**config.mk**
```make
export PLATFORM = sky130hd
export DESIGN_NAME = ej32_prefetch
export DESIGN_NICKNAME = d
export VERILOG_FILES = /design/src/rtl/ej32_prefetch.sv
export SDC_FILE = /design/constraint.sdc
export NUM_CORES = 1
export LEC_CHECK = 0
export CAP_MARGIN = 20
export CORE_ASPECT_RATIO = 0.5
export CORE_MARGIN = 8
export CORE_UTILIZATION = 38
export CTS_CLUSTER_SIZE = 10
export DETAILED_ROUTE_END_ITERATION = 8
export PLACE_DENSITY = 0.66
export SETUP_SLACK_MARGIN = 0.1
export SLEW_MARGIN = 20
export SYNTH_ARGS = -nofsm -noshare
export SYNTH_HDL_FRONTEND = slang
export SYNTH_SLANG_ARGS = --single-unit
```
**constraint.sdc**
```tcl
create_clock -name clk -period 2.85 [get_ports clk]
set_input_delay 0.285 -clock clk [delete_from_list [all_inputs] [get_ports clk]]
set_output_delay 0.285 -clock clk [all_outputs]
set_load 0.05 [all_outputs]
```
**src/rtl/ej32_prefetch.sv**
```systemverilog
// ej32_prefetch: sequential instruction byte prefetch FIFO between the 8-bit bus and the decoder
// Optional same-cycle bypass of a return into an empty FIFO: define EJ32_PF_BYPASS_EN
module ej32_prefetch #(
    parameter int ASZ = 17,
    parameter int DEPTH = 4,
    parameter logic [ASZ-1:0] COLD = '0
) (
    input  logic                       clk,
    input  logic                       rst,
    input  logic                       en,
    input  logic                       flush,
    input  logic [ASZ-1:0]             flush_a,
    input  logic                       mem_gnt,
    input  logic [7:0]                 mem_d,
    output logic                       mem_req,
    output logic [ASZ-1:0]             mem_a,
    output logic [7:0]                 op_o,
    output logic [ASZ-1:0]             op_p,
    output logic                       op_vld,
    input  logic                       op_rdy,
    output logic [$clog2(DEPTH):0]     cnt
);
    localparam int PW = $clog2(DEPTH);
    localparam int CW = PW + 1;
    logic [7:0]     fifo_q [DEPTH];
    logic [7:0]     fifo_d [DEPTH];
    logic [PW-1:0]  rp_q, rp_d, wp_q, wp_d;
    logic [CW-1:0]  cnt_q, cnt_d, rem;
    logic [ASZ-1:0] fa_q, fa_d, hp_q, hp_d;
    logic           infl_q, infl_d, kill_q, kill_d;
    logic [7:0]     op_o_q, op_o_d;
    logic           ret, byp, pop, fifo_pop, fifo_wr;
    // A slot is reserved for every in-flight byte so a return can never overflow
    assign mem_req = en & mem_gnt & ~flush & ((cnt_q + CW'(infl_q)) < CW'(DEPTH));
    assign mem_a   = fa_q;
    assign ret     = infl_q & ~kill_q;
`ifdef EJ32_PF_BYPASS_EN
    assign byp     = ret & (cnt_q == '0);
`else
    assign byp     = 1'b0;
`endif
    assign op_vld   = (cnt_q != '0) | byp;
    assign op_o     = byp ? mem_d : op_o_q;
    assign op_p     = hp_q;
    assign cnt      = cnt_q;
    assign pop      = op_vld & op_rdy;
    assign fifo_pop = pop & ~byp;
    assign fifo_wr  = ret & ~(byp & op_rdy);
    assign rem      = cnt_q - CW'(fifo_pop);
    // Next FIFO/pointer state and the registered head byte; flush overrides everything
    always_comb begin
        fifo_d = fifo_q;
        if (fifo_wr) fifo_d[wp_q] = mem_d;
        wp_d   = wp_q + PW'(fifo_wr);
        rp_d   = rp_q + PW'(fifo_pop);
        cnt_d  = rem + CW'(fifo_wr);
        fa_d   = mem_req ? fa_q + ASZ'(1) : fa_q;
        hp_d   = pop ? hp_q + ASZ'(1) : hp_q;
        infl_d = mem_req;
        kill_d = flush;
        op_o_d = (cnt_d == '0) ? 8'h00 : (rem == '0) ? mem_d : fifo_q[rp_d];
        if (flush) begin
            rp_d   = '0;
            wp_d   = '0;
            cnt_d  = '0;
            fa_d   = flush_a;
            hp_d   = flush_a;
            op_o_d = 8'h00;
        end
    end
    // Control state with synchronous reset; a pending return is dropped by clearing inflight
    always_ff @(posedge clk) begin
        if (rst) begin
            rp_q   <= '0;
            wp_q   <= '0;
            cnt_q  <= '0;
            fa_q   <= COLD;
            hp_q   <= COLD;
            infl_q <= 1'b0;
            kill_q <= 1'b0;
            op_o_q <= 8'h00;
        end else begin
            rp_q   <= rp_d;
            wp_q   <= wp_d;
            cnt_q  <= cnt_d;
            fa_q   <= fa_d;
            hp_q   <= hp_d;
            infl_q <= infl_d;
            kill_q <= kill_d;
            op_o_q <= op_o_d;
        end
    end
    // Byte storage needs no reset; occupancy is tracked by cnt_q
    always_ff @(posedge clk) begin
        fifo_q <= fifo_d;
    end
endmodule

```
---- Yosys cells after proc, flatten, opt, wreduce, memory -nomap -nowiden ----
Cells that the tools add are included.
word-level totals
  register bits ........................... 83
  input port bits ......................... 31
  output and inout port bits .............. 47
  logic and storage cells ................. 51
cells by class
  add/sub/neg operators ................... 7
  $lt $le $gt $ge ......................... 4
  multiplexer cells ....................... 11
  bitwise logic cells ..................... 9
  reduce and logical (&&, ||, !) cells .... 8
operators with widths
  cell                   number
  $mux 17                4
  $add 17x1->17 const B  2
  $bwmux 32              1
  $mux 8                 4
  $bmux 8 s2             1
  $demux 8 s2            1
  $add 3x1->3            2
  $ge 3x3->1 const B     2
  $logic_not 3->1        2
  $not 2->3              2
  $and 1x1->1            5
  $add 2x1->2            2
  $reduce_bool 2->1      2
  $lt 3x1->1 const B     1
  $lt 3x3->1 const B     1
  $reduce_bool 3->1      1
  $reduce_or 3->1        1
  $sub 3x1->3            1
  $not 1->1              2
  $reduce_or 2->1        1
  $logic_and 1x1->1      1

---- Depth between registers and ports, before layout ----
Gate-level depths: netlist of the first run.
  word-level depth ........................ 8
  gate-level depth with buffers ........... 11
  mapped depth without buffers ............ 9

---- Worst setup path before layout of the first run ----
Ideal clock, no wire load.
  kind .................................... flip-flop to flip-flop
  from .................................... reg cnt_q[2], in the netlist cnt[2]
  to ...................................... reg op_o_q[0], in the netlist op_o[0]
  setup time .............................. 117 ps
  arrival ................................. 2744 ps
  data required time ...................... 2733 ps
  setup slack ............................. -11 ps
  stages on the path, launching flop included .. 12
  buffers on the path ..................... 2
  cell sequence ........................... dfxtp_1 buf_6 o31a_2 ha_1 inv_1 ha_1 ha_1 xor3_1 o31ai_2 nor2b_1 clkbuf_1 a22o_1
between the ends
  cells in the longest elaborated chain, start to end .. 8
  elaborated cells between the ends (all ways) .. 13
  classes of those cells .................. add/sub: 3; mux: 4; bitwise: 2; reduce/logical: 4
ends and longest elaborated chain
  element                                                              RTL line  RTL
  start: declaration                                                   28        logic [CW-1:0] cnt_q, cnt_d, rem;
  start signal: assignment                                             85        cnt_q <= cnt_d;
  parallel branches: the longest is 8 deep, another holds $sub 3x1->3  --
  end signal: assignment                                               90        op_o_q <= op_o_d;
  end: declaration                                                     31        logic [7:0] op_o_q, op_o_d;
Parallel ways; which one is timed is not known. The select of a mux whose other input is x is not followed.
A chain may end at the register's enable or synchronous reset.

---- Final worst setup path of the first run ----
  from .................................... reg cnt_q[0], in the netlist cnt[0]
  to ...................................... reg op_o_q[2], in the netlist op_o[2]
Same word-level chain as after synthesis.

==> flow_summary.json, run 1 <==
{
  "dieArea_um2": 13600,
  "grt.overflow.total": 0,
  "synth_fp_nets": 370,
  "cts_root_buffer": "clkbuf_16",
  "finalHoldViolCount": 0,
  "netlist_area_um2": 3800,
  "layout-drive-gt1-share_pct": 13.1,
  "clk_pin_slew_worst_paths_ns": 0.06,
  "fin_crit_sh_pct": 90.7,
  "port_buffers": 77,
  "grt_pass1_wl_um": 14900,
  "n_fill_cell": 867,
  "path_cells": "o31a_2, ha_1, inv_1, ha_1, ha_1, xor3_1, o31ai_4, nor2b_2, a22o_1",
  "grt_use_total_pct": 13.9,
  "nNetsFinal": 454,
  "max_stage_delay_ns": 0.40,
  "timing.setup.tns_ns": 0,
  "seq_area_frac_synth_pct": 52.2,
  "critPathMaxFanout": 9,
  "core_um2": 9570,
  "die_h_um": 86.7,
  "setup_viol": 0,
  "postCtsSetupRepairBufs": 0,
  "layout-area-overhead-vs-synth_pct": 33.3,
  "rows": 25,
  "slew_headroom_pct": 49.4,
  "routed_wl_um": 9240,
  "slew_violations": 0,
  "rsz0062_at_grt": "false",
  "cts.sinks": 83,
  "ys.flop_type": "dfxtp_1",
  "drv_cap": 0,
  "skew_ns": 0.00607,
  "gp_congestion": 0.827,
  "synth_cells": 331,
  "final_common_cell": "clkdlybuf4s50_1",
  "end_kind": "flop",
  "fmaxAchievable_ghz": 0.387,
  "cp.required_ns": 3.08,
  "register_area_um2": 1990,
  "worst_pin_slew_ns": 0.756,
  "cts_tree": "done",
  "ys_warn_count": 0,
  "diodes": 0,
  "post-dp-hpwl_um": 6660,
  "critPathSlowestCell": "xor3_1",
  "clockBufferDepth": 2,
  "yosys_register_bits": 83,
  "synth.distinct_cells": 54,
  "synth_edf_count": 32,
  "power.leakage_nw": 1.80,
  "cts_buffers": 9,
  "critPathBufInv": 1,
  "grt_max_degree": 31,
  "worst_ep_arrival_time_ns": 2.82,
  "multiInputGateArea_um2": 1670,
  "cp_top_family": "compound AO/OA/AOI/OAI gates",
  "ios": 78,
  "worstSetupPathType": "reg -> reg",
  "final_antenna_net_count": 0,
  "clk_latency_ns": 0.34,
  "drt-vias-per-instance": 5.24,
  "grt_pass1_vias": 2941,
  "first_pass_iters": 4,
  "powerDensity_nw_per_um2": 588,
  "status": "completed",
  "cpMostUsedCell": "ha_1",
  "p_total_mw": 2.98,
  "avgSynthCellArea_um2": 11.5,
  "worstSetupStartpointType": "flop",
  "hold_path.class": "reg -> reg",
  "h-tree-depth": 3,
  "die_w_um": 157,
  "antenna_found_initial": 0,
  "ir_drop_mv": 0.305,
  "drtIter0Drc": 177,
  "vias": 2909,
  "route.detailed.drc": 0,
  "start_util_pct": 39.7,
  "final_cell_mix": "clkdlybuf4s50_1, dfxtp_1, edfxtp_1",
  "wl_per_cell_um": 16.6,
  "fin_crit_ns": 2.58,
  "async_flop_share_pct": 0
}
cell usage after synthesis (all sizes together), types with 8 or more instances:
master,instances,area [um2]
nor2,9,33.8
nor3,9,50.1
a21oi,17,85.1
xor2,9,78.8
clkbuf,8,40.0
dfxtp,51,1020
a31oi,10,62.6
mux4,8,180
nand2,18,67.6
o31a,20,181
inv,17,63.8
and2,9,56.3
ha,8,100
edfxtp,32,961
nand4,11,68.8
worst register-to-register path, cell delays in order (launching register included):
cell	delay, ns
dfxtp_2	0.36
o31a_2	0.37
ha_1	0.28
inv_1	0.05
ha_1	0.19
ha_1	0.20
xor3_1	0.40
o31ai_4	0.25
nor2b_2	0.14
a22o_1	0.24
final cells by class:
cell class,instances,area share (%)
flip-flops and latches,83,39.2
multi-input cells,215,32.9
clock buffers,9,4.45
well taps,135,3.34
clock inverters,7,1.98
repair buffers,88,16.8
inverters,18,1.33
state kept, by name (all words and copies together), names as in the netlist:
signal,cells
infl_q,1
fifo_q,32
op_p,17
mem_a,17
wp_q,2
op_o,8
cnt,3
kill_q,1
rp_q,2
worst paths after layout:
check | endpoint | cells after the start | startpoint | slack [ns]
max reg2reg | op_o[2]$_SDFF_PP0_ | 9 | cnt[0]$_SDFF_PP0_ | 0.27
min | op_p[16]$_SDFFE_PP0P_ | 2 | op_p[16]$_SDFFE_PP0P_ | 0.51
max | op_o[2]$_SDFF_PP0_ | 9 | cnt[0]$_SDFF_PP0_ | 0.27
min reg2reg | op_p[16]$_SDFFE_PP0P_ | 2 | op_p[16]$_SDFFE_PP0P_ | 0.51
metal layers:
layer  wire length [um]  global-route usage [%]  part of all wire (%)  vias up
li1                   -                       -                     -     1451
met1               4160                    16.6                    45     1393
met2               4540                    23.5                    49       54
met3                390                    3.62                   4.2       11
met4                145                    5.57                   1.6        0
met5                  0                       0                     0        -
stage by stage:
stage / utilization (%) / hold slack (ns) / std cells / cell area (um2) / setup slack, ns
final: 52.9 / 0.511 / 555 / 5060 / 0.266
after floorplan: - / 0.384 / 331 / 3800 / 0.111
after detailed placement: 49.3 / 0.502 / 538 / 4720 / 0.0534
after CTS: 52.7 / 0.510 / 554 / 5040 / 0.185
after global placement: 49.3 / 0.497 / 538 / 4720 / 0.0959
after global routing: 52.9 / 0.565 / 555 / 5060 / 0.139
cell families (layout without fill, tap and decap cells):
logic type | after synthesis | in the layout | share of synthesized area (%)
buffers and inverters | 33 | 122 | 4.31
and+or+nand+nor | 96 | 96 | 15.1
muxes | 10 | 10 | 5.27
xor gates and xnor gates | 13 | 13 | 3.39
AOI/OAI and AO/OA | 88 | 88 | 17.1
DFF | 83 | 83 | 52.2
adders and majority gates | 8 | 8 | 2.64
power by group:
group | leakage [nW] | total [mW] | internal (mW) | switching [mW]
registers | 0.710 | 1.32 | 1.27 | 0.0484
logic | 0.931 | 0.400 | 0.162 | 0.237
clock network | 0.154 | 1.26 | 0.774 | 0.484
total | 1.80 | 2.98 | 2.21 | 0.770
what timing repair did:
action / CTS / global route
setup endpoints to repair: 0 / 7
resized for setup: 0 / 3
hold buffers: 0 / 0
hold endpoints to repair: 0 / 0
No activity file was read; power rests on OpenSTA's default activity.
==> run 2, diff against run 1 <==
SETUP_SLACK_MARGIN = not set   (was 0.1)
==> run 2 against run 1 <==
Compared with the run above: sequential cell count stayed put; combinational power hardly changed; non-clock buffer count is 2 higher; hold slack worse by 0.00058 ns; clock-buffer cell count stayed put; largest cell class unchanged; highest routed layer unchanged.
==> flow_summary.json, run 2 (synthesized netlist as in run 1, its figures left out) <==
{
  "ios": 78,
  "rrSetupSlack_ns": 0.23,
  "cts_hold_buf": 0,
  "h-tree-depth": 3,
  "worstSetupPathType": "reg -> reg",
  "port_buffers": 77,
  "grt_use_total_pct": 14.1,
  "worst_ep_arrival_time_ns": 2.85,
  "die_h_um": 86.7,
  "diodes": 0,
  "grt_pass1_wl_um": 15100,
  "dp_slack_ns": 0.0169,
  "cts.sinks": 83,
  "final_antenna_net_count": 0,
  "fin_crit_ns": 2.62,
  "fmaxAchievable_ghz": 0.381,
  "post-dp-hpwl_um": 6690,
  "postCtsSetupRepairBufs": 0,
  "layout-drive-gt1-share_pct": 12.6,
  "clk_pin_slew_worst_paths_ns": 0.06,
  "slew_headroom_pct": 51.5,
  "slew_violations": 0,
  "end_kind": "flop",
  "die_w_um": 157,
  "timing.setup.tns_ns": 0,
  "hold_path.class": "reg -> reg",
  "post-route-cell-area_um2": 5050,
  "cts_resized": 0,
  "grt.overflow.total": 0,
  "final_common_cell": "clkdlybuf4s50_1",
  "core_um2": 9570,
  "n_fill_cell": 889,
  "routed_wl_um": 9180,
  "cp.required_ns": 3.08,
  "status": "completed",
  "first_pass_iters": 4,
  "final_cell_mix": "clkdlybuf4s50_1, dfxtp_1, edfxtp_1",
  "setup_ws_ns": 0.225,
  "fin_cells": 557,
  "wl_per_cell_um": 16.5,
  "drt-vias-per-instance": 5.25,
  "grt_max_degree": 30,
  "hold_slack_ns": 0.511,
  "grt_pass1_vias": 2972,
  "hp-start": "op_p[16]$_SDFFE_PP0P_",
  "start_util_pct": 39.7,
  "setup_viol": 0,
  "p_total_mw": 2.92,
  "cts_root_buffer": "clkbuf_16",
  "cts_buffers": 9,
  "skew_ns": 0.00814,
  "gp_congestion": 0.761,
  "cpMostUsedCell": "ha_1",
  "placed_cells": 540,
  "route.detailed.drc": 0,
  "critPathSlowestCell": "dfxtp_2",
  "finalHoldViolCount": 0,
  "largest_reg_flops": 32,
  "post-route-util_pct": 52.7,
  "rsz0062_at_grt": "false",
  "power.leakage_nw": 1.80,
  "critPathMaxFanout": 10,
  "vias": 2927,
  "r2r_start": "cnt[2]$_SDFF_PP0_",
  "clockBufferDepth": 2,
  "worst_pin_slew_ns": 0.725,
  "startpoint": "cnt[2]$_SDFF_PP0_",
  "fin_crit_sh_pct": 92.1,
  "clk_latency_ns": 0.34,
  "rows": 25,
  "antenna_found_initial": 0,
  "max_stage_delay_ns": 0.38,
  "dieArea_um2": 13600,
  "drtIter0Drc": 152,
  "postPlaceCellArea_um2": 4730,
  "drv_cap": 0,
  "ir_drop_mv": 0.308,
  "worstSetupStartpointType": "flop",
  "layout-area-overhead-vs-synth_pct": 32.9,
  "path_cells": "o31a_2, ha_1, ha_1, inv_1, ha_1, xor3_1, o31ai_2, nor2b_1, a22o_1",
  "cts_tree": "done",
  "powerDensity_nw_per_um2": 578,
  "regMostFlops": "fifo_q",
  "nNetsFinal": 456
}
## run 2: path summary, 6_finish.rpt
path,end,cells past startpoint
max,op_o[3]$_SDFF_PP0_,9
min,op_p[16]$_SDFFE_PP0P_,2
max reg2reg,op_o[3]$_SDFF_PP0_,9
min reg2reg,op_p[16]$_SDFFE_PP0P_,2
## run 2: area by class of cell
type / count / area (um2) / share of cell area [%]
clock buffers: 9 / 225 / 4.46
clock inverters: 7 / 83.8 / 1.66
inverters: 18 / 67.6 / 1.34
multi-input cells: 215 / 1650 / 32.7
flip-flops and latches: 83 / 1980 / 39.3
well taps: 135 / 169 / 3.35
repair buffers: 90 / 866 / 17.2
## run 2: report_power, final
part           switching [mW]  leakage (nW)  internal (mW)
Clock                   0.508         0.149          0.694
Combinational           0.236         0.941          0.162
Sequential             0.0473         0.709           1.27
## run 2: critical path: cells and delay by family, from the launching register on
kind,cells,cell delay (ns)
flops,1,0.38
buf+inv,1,0.05
compound gates,3,0.85
xor+xnor,1,0.37
fa+ha+maj,3,0.65
simple gates,1,0.21
## run 2: metal layers
metal	up-vias	routed length, um	track usage, %
met5	-	0	0
met4	0	93	4.37
met3	7	545	4.71
met2	75	4660	25.1
met1	1406	3880	15.7
li1	1439	-	-
